**src/rtl/spi_sample_rx_if.sv**
```systemverilog
// Signal bundle between the SPI sample receiver and its neighbours: the SPI
// master lines, the frame handshake and the buffer read port.
interface spi_sample_rx_if #(
    parameter int ADDR_W = 6
);
    logic              spi_sclk;
    logic              spi_mosi;
    logic              spi_cs_n;
    logic [ADDR_W:0]   frame_len;
    logic [ADDR_W-1:0] rd_addr;
    logic [7:0]        rd_data;
    logic [7:0]        rx_byte;
    logic              rx_valid;
    logic              frame_valid;
    logic              frame_ack;
    logic              byte_err;
    logic              overflow;
    logic              state_dbg;

    // Handshake: frame_valid rises on the edge that writes the last sample and
    // stays high until frame_ack is sampled high; that edge drops frame_valid
    // and rewinds the write pointer. frame_ack while frame_valid is low is ignored.
    modport slave (
        input  spi_sclk, spi_mosi, spi_cs_n, frame_len, rd_addr, frame_ack,
        output rd_data, rx_byte, rx_valid, frame_valid, byte_err, overflow, state_dbg
    );

    modport master (
        output spi_sclk, spi_mosi, spi_cs_n, frame_len, rd_addr, frame_ack,
        input  rd_data, rx_byte, rx_valid, frame_valid, byte_err, overflow, state_dbg
    );
endinterface

```
**src/rtl/spi_sample_rx.sv**
```systemverilog
// SPI mode-0 slave receiver: oversamples the SPI lines, assembles MSB-first
// bytes and collects frame_len of them into a buffer for the FFT input stage.
module spi_sample_rx #(
    parameter int DEPTH  = 64,
    parameter int ADDR_W = 6
) (
    input logic           clk,
    input logic           rst,
    spi_sample_rx_if.slave bus
);
    typedef enum logic {RECV = 1'b0, FULL = 1'b1} state_t;

    state_t state_q, state_d;

    logic sclk_s1, sclk_s2, sclk_prev;
    logic mosi_s1, mosi_s2;
    logic cs_s1, cs_s2, cs_prev;

    logic [6:0]        shift_q;
    logic [7:0]        shift_nx;
    logic [2:0]        bit_cnt_q;
    logic [7:0]        rx_byte_q;
    logic              rx_valid_q;
    logic              byte_err_q;
    logic              overflow_q;
    logic [ADDR_W-1:0] wr_ptr_q;
    logic [ADDR_W:0]   len_q;
    logic [ADDR_W:0]   eff_len;
    logic [7:0]        rd_data_q;
    logic [7:0]        mem [DEPTH];

    logic sclk_rise, cs_rise, byte_done, last_idx;
    logic wr_en, ptr_clr, ovf_d;

    always_ff @(posedge clk) begin
        if (rst) begin
            sclk_s1   <= 1'b0;
            sclk_s2   <= 1'b0;
            sclk_prev <= 1'b0;
            mosi_s1   <= 1'b0;
            mosi_s2   <= 1'b0;
            cs_s1     <= 1'b1;
            cs_s2     <= 1'b1;
            cs_prev   <= 1'b1;
        end else begin
            sclk_s1   <= bus.spi_sclk;
            sclk_s2   <= sclk_s1;
            sclk_prev <= sclk_s2;
            mosi_s1   <= bus.spi_mosi;
            mosi_s2   <= mosi_s1;
            cs_s1     <= bus.spi_cs_n;
            cs_s2     <= cs_s1;
            cs_prev   <= cs_s2;
        end
    end

    assign sclk_rise = sclk_s2 & ~sclk_prev & ~cs_s2;
    assign cs_rise   = cs_s2 & ~cs_prev;
    assign shift_nx  = {shift_q, mosi_s2};
    assign byte_done = sclk_rise && (bit_cnt_q == 3'd7);

    // Only seven bits need holding: the eighth arrives with the completing edge.
    always_ff @(posedge clk) begin
        if (rst) begin
            shift_q   <= '0;
            bit_cnt_q <= '0;
        end else if (sclk_rise) begin
            shift_q   <= shift_nx[6:0];
            bit_cnt_q <= bit_cnt_q + 3'd1;
        end else if (cs_rise && (bit_cnt_q != 3'd0)) begin
            shift_q   <= '0;
            bit_cnt_q <= '0;
        end
    end

    always_ff @(posedge clk) begin
        if (rst) begin
            rx_byte_q  <= '0;
            rx_valid_q <= 1'b0;
            byte_err_q <= 1'b0;
            overflow_q <= 1'b0;
        end else begin
            if (byte_done) rx_byte_q <= shift_nx;
            rx_valid_q <= byte_done;
            byte_err_q <= cs_rise && (bit_cnt_q != 3'd0);
            overflow_q <= ovf_d;
        end
    end

    // A zero length means a full DEPTH frame, i.e. the last index is all ones.
    assign eff_len  = (wr_ptr_q == '0) ? bus.frame_len : len_q;
    assign last_idx = (eff_len == '0) ? (wr_ptr_q == '1)
                                      : ({1'b0, wr_ptr_q} == eff_len - (ADDR_W+1)'(1));

    always_comb begin
        state_d = state_q;
        wr_en   = 1'b0;
        ptr_clr = 1'b0;
        ovf_d   = 1'b0;
        case (state_q)
            RECV: begin
                if (byte_done) begin
                    wr_en = 1'b1;
                    if (last_idx) state_d = FULL;
                end
            end
            FULL: begin
                if (byte_done) ovf_d = 1'b1;
                if (bus.frame_ack) begin
                    state_d = RECV;
                    ptr_clr = 1'b1;
                end
            end
            default: state_d = RECV;
        endcase
    end

    always_ff @(posedge clk) begin
        if (rst) begin
            state_q  <= RECV;
            wr_ptr_q <= '0;
            len_q    <= '0;
        end else begin
            state_q <= state_d;
            if (ptr_clr)    wr_ptr_q <= '0;
            else if (wr_en) wr_ptr_q <= wr_ptr_q + 1'b1;
            if (wr_en && (wr_ptr_q == '0)) len_q <= bus.frame_len;
        end
    end

    // Buffer kept free of reset so it maps onto block RAM.
    always_ff @(posedge clk) begin
        if (wr_en && !rst) mem[wr_ptr_q] <= shift_nx;
    end

    always_ff @(posedge clk) begin
        if (rst) rd_data_q <= '0;
        else     rd_data_q <= mem[bus.rd_addr];
    end

    assign bus.rd_data     = rd_data_q;
    assign bus.rx_byte     = rx_byte_q;
    assign bus.rx_valid    = rx_valid_q;
    assign bus.frame_valid = (state_q == FULL);
    assign bus.byte_err    = byte_err_q;
    assign bus.overflow    = overflow_q;
    assign bus.state_dbg   = logic'(state_q);
endmodule

```
**src/flat_wrapper.sv**
```systemverilog
// flat-port wrapper written by rule: the top's interface ports become plain ports
module spi_sample_rx_flat 
#(
    parameter int DEPTH  = 64,
    parameter int ADDR_W = 6
)
  (clk, rst, bus_spi_sclk, bus_spi_mosi, bus_spi_cs_n, bus_frame_len, bus_rd_addr, bus_frame_ack, bus_rd_data, bus_rx_byte, bus_rx_valid, bus_frame_valid, bus_byte_err, bus_overflow, bus_state_dbg);
  spi_sample_rx_if #(.ADDR_W(ADDR_W)) bus_i ();
  input logic clk;
  input logic rst;
  input wire logic [$bits(bus_i.spi_sclk)-1:0] bus_spi_sclk;
  input wire logic [$bits(bus_i.spi_mosi)-1:0] bus_spi_mosi;
  input wire logic [$bits(bus_i.spi_cs_n)-1:0] bus_spi_cs_n;
  input wire logic [$bits(bus_i.frame_len)-1:0] bus_frame_len;
  input wire logic [$bits(bus_i.rd_addr)-1:0] bus_rd_addr;
  input wire logic [$bits(bus_i.frame_ack)-1:0] bus_frame_ack;
  output wire logic [$bits(bus_i.rd_data)-1:0] bus_rd_data;
  output wire logic [$bits(bus_i.rx_byte)-1:0] bus_rx_byte;
  output wire logic [$bits(bus_i.rx_valid)-1:0] bus_rx_valid;
  output wire logic [$bits(bus_i.frame_valid)-1:0] bus_frame_valid;
  output wire logic [$bits(bus_i.byte_err)-1:0] bus_byte_err;
  output wire logic [$bits(bus_i.overflow)-1:0] bus_overflow;
  output wire logic [$bits(bus_i.state_dbg)-1:0] bus_state_dbg;
  assign bus_i.spi_sclk = bus_spi_sclk;
  assign bus_i.spi_mosi = bus_spi_mosi;
  assign bus_i.spi_cs_n = bus_spi_cs_n;
  assign bus_i.frame_len = bus_frame_len;
  assign bus_i.rd_addr = bus_rd_addr;
  assign bus_i.frame_ack = bus_frame_ack;
  assign bus_rd_data = bus_i.rd_data;
  assign bus_rx_byte = bus_i.rx_byte;
  assign bus_rx_valid = bus_i.rx_valid;
  assign bus_frame_valid = bus_i.frame_valid;
  assign bus_byte_err = bus_i.byte_err;
  assign bus_overflow = bus_i.overflow;
  assign bus_state_dbg = bus_i.state_dbg;
  spi_sample_rx #(.DEPTH(DEPTH), .ADDR_W(ADDR_W)) u_core (.clk(clk), .rst(rst), .bus(bus_i));
endmodule
```
**config.mk**
```make
export PLATFORM = sky130hd
export DESIGN_NAME = spi_sample_rx_flat
export DESIGN_NICKNAME = d
export VERILOG_FILES = /design/src/rtl/spi_sample_rx_if.sv /design/src/rtl/spi_sample_rx.sv /design/src/flat_wrapper.sv
export SDC_FILE = /design/constraint.sdc
export NUM_CORES = 1
export LEC_CHECK = 0
export BUFFER_PORTS_ARGS = -buffer_cell sky130_fd_sc_hd__buf_2
export CAP_MARGIN = 15
export CORE_AREA = 3 3 225 227
export CTS_CLUSTER_SIZE = 10
export DETAILED_ROUTE_END_ITERATION = 10
export DIE_AREA = 0 0 228 230
export PLACE_DENSITY = 0.67
export SYNTH_ARGS = -nofsm -noshare
export SYNTH_HDL_FRONTEND = slang
export SYNTH_SLANG_ARGS = --single-unit
```
**constraint.sdc**
```tcl
create_clock -name clk -period 4.3 [get_ports clk]
set_input_delay 0.645 -clock clk [delete_from_list [all_inputs] [get_ports clk]]
set_output_delay 0.645 -clock clk [all_outputs]
set_load 0.005 [all_outputs]
```
==> results.py <==
metrics = {
    "clock_tree": {
        "cts_repair_resize_count": 0,
        "cts_setup_buffers": 0,
        "cts_sinks": 563,
        "cts.clk_slew.worst_paths_ns": 0.05,
        "cts-htree-levels": 3,
        "cts_made_buffers": 66,
        "ctsLongestPathBuffers": 3,
        "cts_tree": "done",
        "cts_hold_buffers": 0,
        "cts_root_buf": "clkbuf_16",
        "clock_latency_ns": 0.58,
    },
    "min_path": {
        "hold_depth": 2,
        "hold_class": "in2reg",
    },
    "layout": {
        "fillers": 3885,
        "area_growth_syn_to_layout_pct": 13.15,
        "layout-drive-gt1-share_pct": 26.33,
        "antenna-diode-count": 0,
        "fin_area_sq_um": 24830,
        "final_net_count": 1169,
        "stdcell_count": 1845,
    },
    "sta": {
        "fin_crit_ns": 3.460,
        "finalHoldViolations": 0,
        "max_freq_mhz": 289.0,
        "maxSlewHeadroom_pct": 36.22,
        "fin_setup_tns_ns": 0,
        "worst_pin_slew_ns": 0.9567,
        "setup_viol": 0,
        "finalClockSkew_ns": 0.01522,
        "slew_violations": 0,
        "min_period_over_period_pct": 80.47,
        "rsz0062_at_grt": "false",
    },
    "worst_setup_path": {
        "worst-path-max-fanout": 15,
        "start_kind": "flop",
        "r2r_end": "u_core.bus.frame_valid",
        "critPathKind": "reg2reg",
        "r2r_setup_slack_ns": 0.84,
        "r2r-start": "u_core.wr_ptr_q[3]",
        "worstPathArrival_ns": 3.97,
        "crit_end": "u_core.bus.frame_valid",
        "endpoint_kind": "flop",
        "startpoint": "u_core.wr_ptr_q[3]",
        "worstPathRequired_ns": 4.81,
        "r2r_cells": 10,
    },
    "power": {
        "ir_worst_vdd_mv": 0.2398,
        "leakage_uw": 0.007948,
        "power_density_nw_per_um2": 452.9,
    },
    "synthesis": {
        "seq_area_frac_synth_pct": 74.73,
        "synthesis.area_sq_um": 21940,
        "synth_compound_area_share_pct": 1.665,
        "ys_ff_latch": 563,
        "netlist_top_cells_area": "edfxtp_1 (70%), mux4_2 (16%), dfxtp_1 (4.7%)",
        "yosysWarnings": 0,
        "yosys.area_share.xor_xnor_pct": 0.2794,
        "netlist.area_leader.share_pct": 70.07,
        "synthMuxAreaShare_pct": 17.66,
        "synth_cells": 1072,
        "synth_top_family_by_area": "multiplexers",
        "synth_cell_types": 50,
        "yosys.area_share.adder_pct": 0.3992,
        "yosys.area_share.simple_pct": 3.946,
        "synth_top_cell_by_area": "edfxtp_1",
        "syn_area_per_cell_sq_um": 20.47,
        "synth_fp_nets": 1098,
    },
    "detailed_routing": {
        "vias": 10640,
        "firstDrtPassIters": 5,
        "dr.first_iter.drc_count": 1186,
        "drtAntennaViolNets": 0,
        "vias_per_cell": 5.765,
        "drcViolationCount": 0,
        "detail_route.wirelength_um": 46170,
        "post_drt_wl_per_cell_um": 25.03,
    },
    "global_routing": {
        "grt_overflow": 0,
        "grt_pass1_vias": 10790,
        "track_usage_pct": 17.94,
        "grt_max_degree": 129,
        "grt_pass1_wl_um": 70070,
        "antenna_found_initial": 1,
    },
    "floorplan": {
        "start_util_pct": 44.92,
        "fp.dieW_um": 228,
        "dieArea_sq_um": 52440,
        "die_y_um": 230,
        "ios": 40,
        "rows": 81,
        "coreArea_sq_um": 48850,
    },
    "flow_run": {
        "cap_viol_max_count": 0,
    },
    "place": {
        "placed_cell_area_sq_um": 22940,
        "place_congestion": 0.8538,
        "hpwl_um": 27860,
        "place_inst": 1739,
        "io_buffers": 39,
    },
    "run_status": {
        "status": "complete, no violations",
    },
}
[registers in the layout, indices dropped and copies added, names as in the netlist]
name / flops
u_core.cs_s1: 1
u_core.mosi_s1: 1
u_core.wr_ptr_q: 6
u_core.sclk_s1: 1
u_core.cs_s2: 1
u_core.bus.overflow: 1
u_core.len_q: 7
u_core.bus.rx_byte: 8
u_core.bit_cnt_q: 3
u_core.bus.rx_valid: 1
u_core.cs_prev: 1
u_core.bus.frame_valid: 1
u_core.bus.byte_err: 1
u_core.sclk_s2: 1
u_core.bus.rd_data: 8
u_core.mosi_s2: 1
u_core.mem: 512
u_core.sclk_prev: 1
u_core.shift_q: 7
[worst min-delay path by stage]
| stage | from | endpoint | slack (ns) |
|---|---|---|---|
| floorplan | u_core.cs_s1 | u_core.cs_s2 | 0.39 |
| global placement | u_core.cs_s1 | u_core.cs_s2 | 0.40 |
| detailed placement | u_core.cs_s1 | u_core.cs_s2 | 0.39 |
| CTS | bus_spi_cs_n | u_core.cs_s1 | 0.24 |
| global route | bus_spi_cs_n | u_core.cs_s1 | 0.25 |
| finish | bus_spi_cs_n | u_core.cs_s1 | 0.27 |
[per-stage QoR]
| stage | setup WS [ns] | hold WS [ns] | utilization [%] | power (uW) |
|---|---|---|---|---|
| 6_report | 0.8397 | 0.2674 | 50.82 | 11240 |
| 5_1_grt | 0.6259 | 0.2538 | 50.82 | 11590 |
| 4_1_cts | 0.9303 | 0.2424 | 50.82 | 11350 |
| 3_5_place_dp | 0.9353 | 0.3929 | 46.95 | 6421 |
| 3_3_place_gp | 1.062 | 0.3975 | 46.95 | 6420 |
| 2_1_floorplan | 1.482 | 0.3895 | - | 6294 |
[cell usage after synthesis, drive strengths merged]
master,instances
o21bai,1
or2,4
a31o,1
xnor2,3
o31ai,2
a21oi,13
nand2b,6
o22ai,8
o211ai,1
ha,7
nor3,4
xor2,4
or4,3
buf,34
and2,2
clkbuf,25
or3,7
a2111oi,1
dfxtp,51
o211a,2
a22oi,11
a21boi,1
nand4bb,1
nand2,27
o311a,1
mux2i,27
nor3b,4
inv,8
nor2,99
nor4bb,1
a32oi,1
nor2b,12
nor4,5
and4,1
nand4,3
a221oi,1
o21ai,7
a21o,1
edfxtp,512
nand3,7
a211oi,3
mux4,160
[routing by layer]
layer	vias up	part of all wire, %	track usage (%)
met1	5589	43	25.92
met3	76	7.8	4.633
li1	4533	-	-
met5	-	0.028	0
met2	437	48	27.42
met4	2	2.1	4.893
[cells by family (layout without fill, tap and decap cells)]
| kind of cell | Yosys count | after routing |
|---|---|---|
| buf+inv | 67 | 176 |
| compound gates | 55 | 55 |
| fa+ha+maj | 7 | 7 |
| mux | 187 | 187 |
| simple gates | 186 | 186 |
| flops | 563 | 563 |
| xor+xnor | 7 | 7 |
[placed cells by master, fill, tap and decap left out, types with 5 or more instances in the layout]
| cell type | n |
|---|---|
| edfxtp_1 | 512 |
| clkbuf_16 | 68 |
| or3_1 | 7 |
| nor2b_1 | 12 |
| o22ai_1 | 8 |
| inv_1 | 8 |
| mux2i_1 | 27 |
| ha_1 | 7 |
| o21ai_0 | 6 |
| buf_2 | 37 |
| clkbuf_1 | 32 |
| mux4_2 | 160 |
| nand2_1 | 27 |
| nand3_1 | 7 |
| buf_4 | 21 |
| nand2b_1 | 6 |
| nor4_1 | 5 |
| a21oi_1 | 13 |
| dfxtp_2 | 8 |
| dfxtp_1 | 43 |
| nor2_1 | 98 |
| a22oi_1 | 11 |
[final cells by class]
class	instances	area [sq um]	area share, %
Clock buffer	100	1822	7.338
Clock inverter	6	67.56	0.2722
Multi-Input combinational cell	442	5254	21.16
Inverter	8	30.03	0.1210
Sequential cell	563	16410	66.08
Timing Repair Buffer	62	416.7	1.678
Tap cell	664	830.8	3.346
[power breakdown]
group	internal [uW]	leakage (uW)	switching, uW	total, uW
Sequential	5900	0.00516	10.9	5910
Combinational	195	0.00188	196	391
Clock	2910	0.000908	2030	4940
[critical path, cell delays in order (launching register included)]
cell and delay (ns):
dfxtp_1 0.44, or3_1 0.65, nor2_2 0.38, mux2i_1 0.31, ha_1 0.28, inv_1 0.11, or3_1 0.33, xor2_1 0.16
a221oi_1 0.09, a2111oi_0 0.44, a31o_1 0.21
No activity file was read; power rests on OpenSTA's default activity.
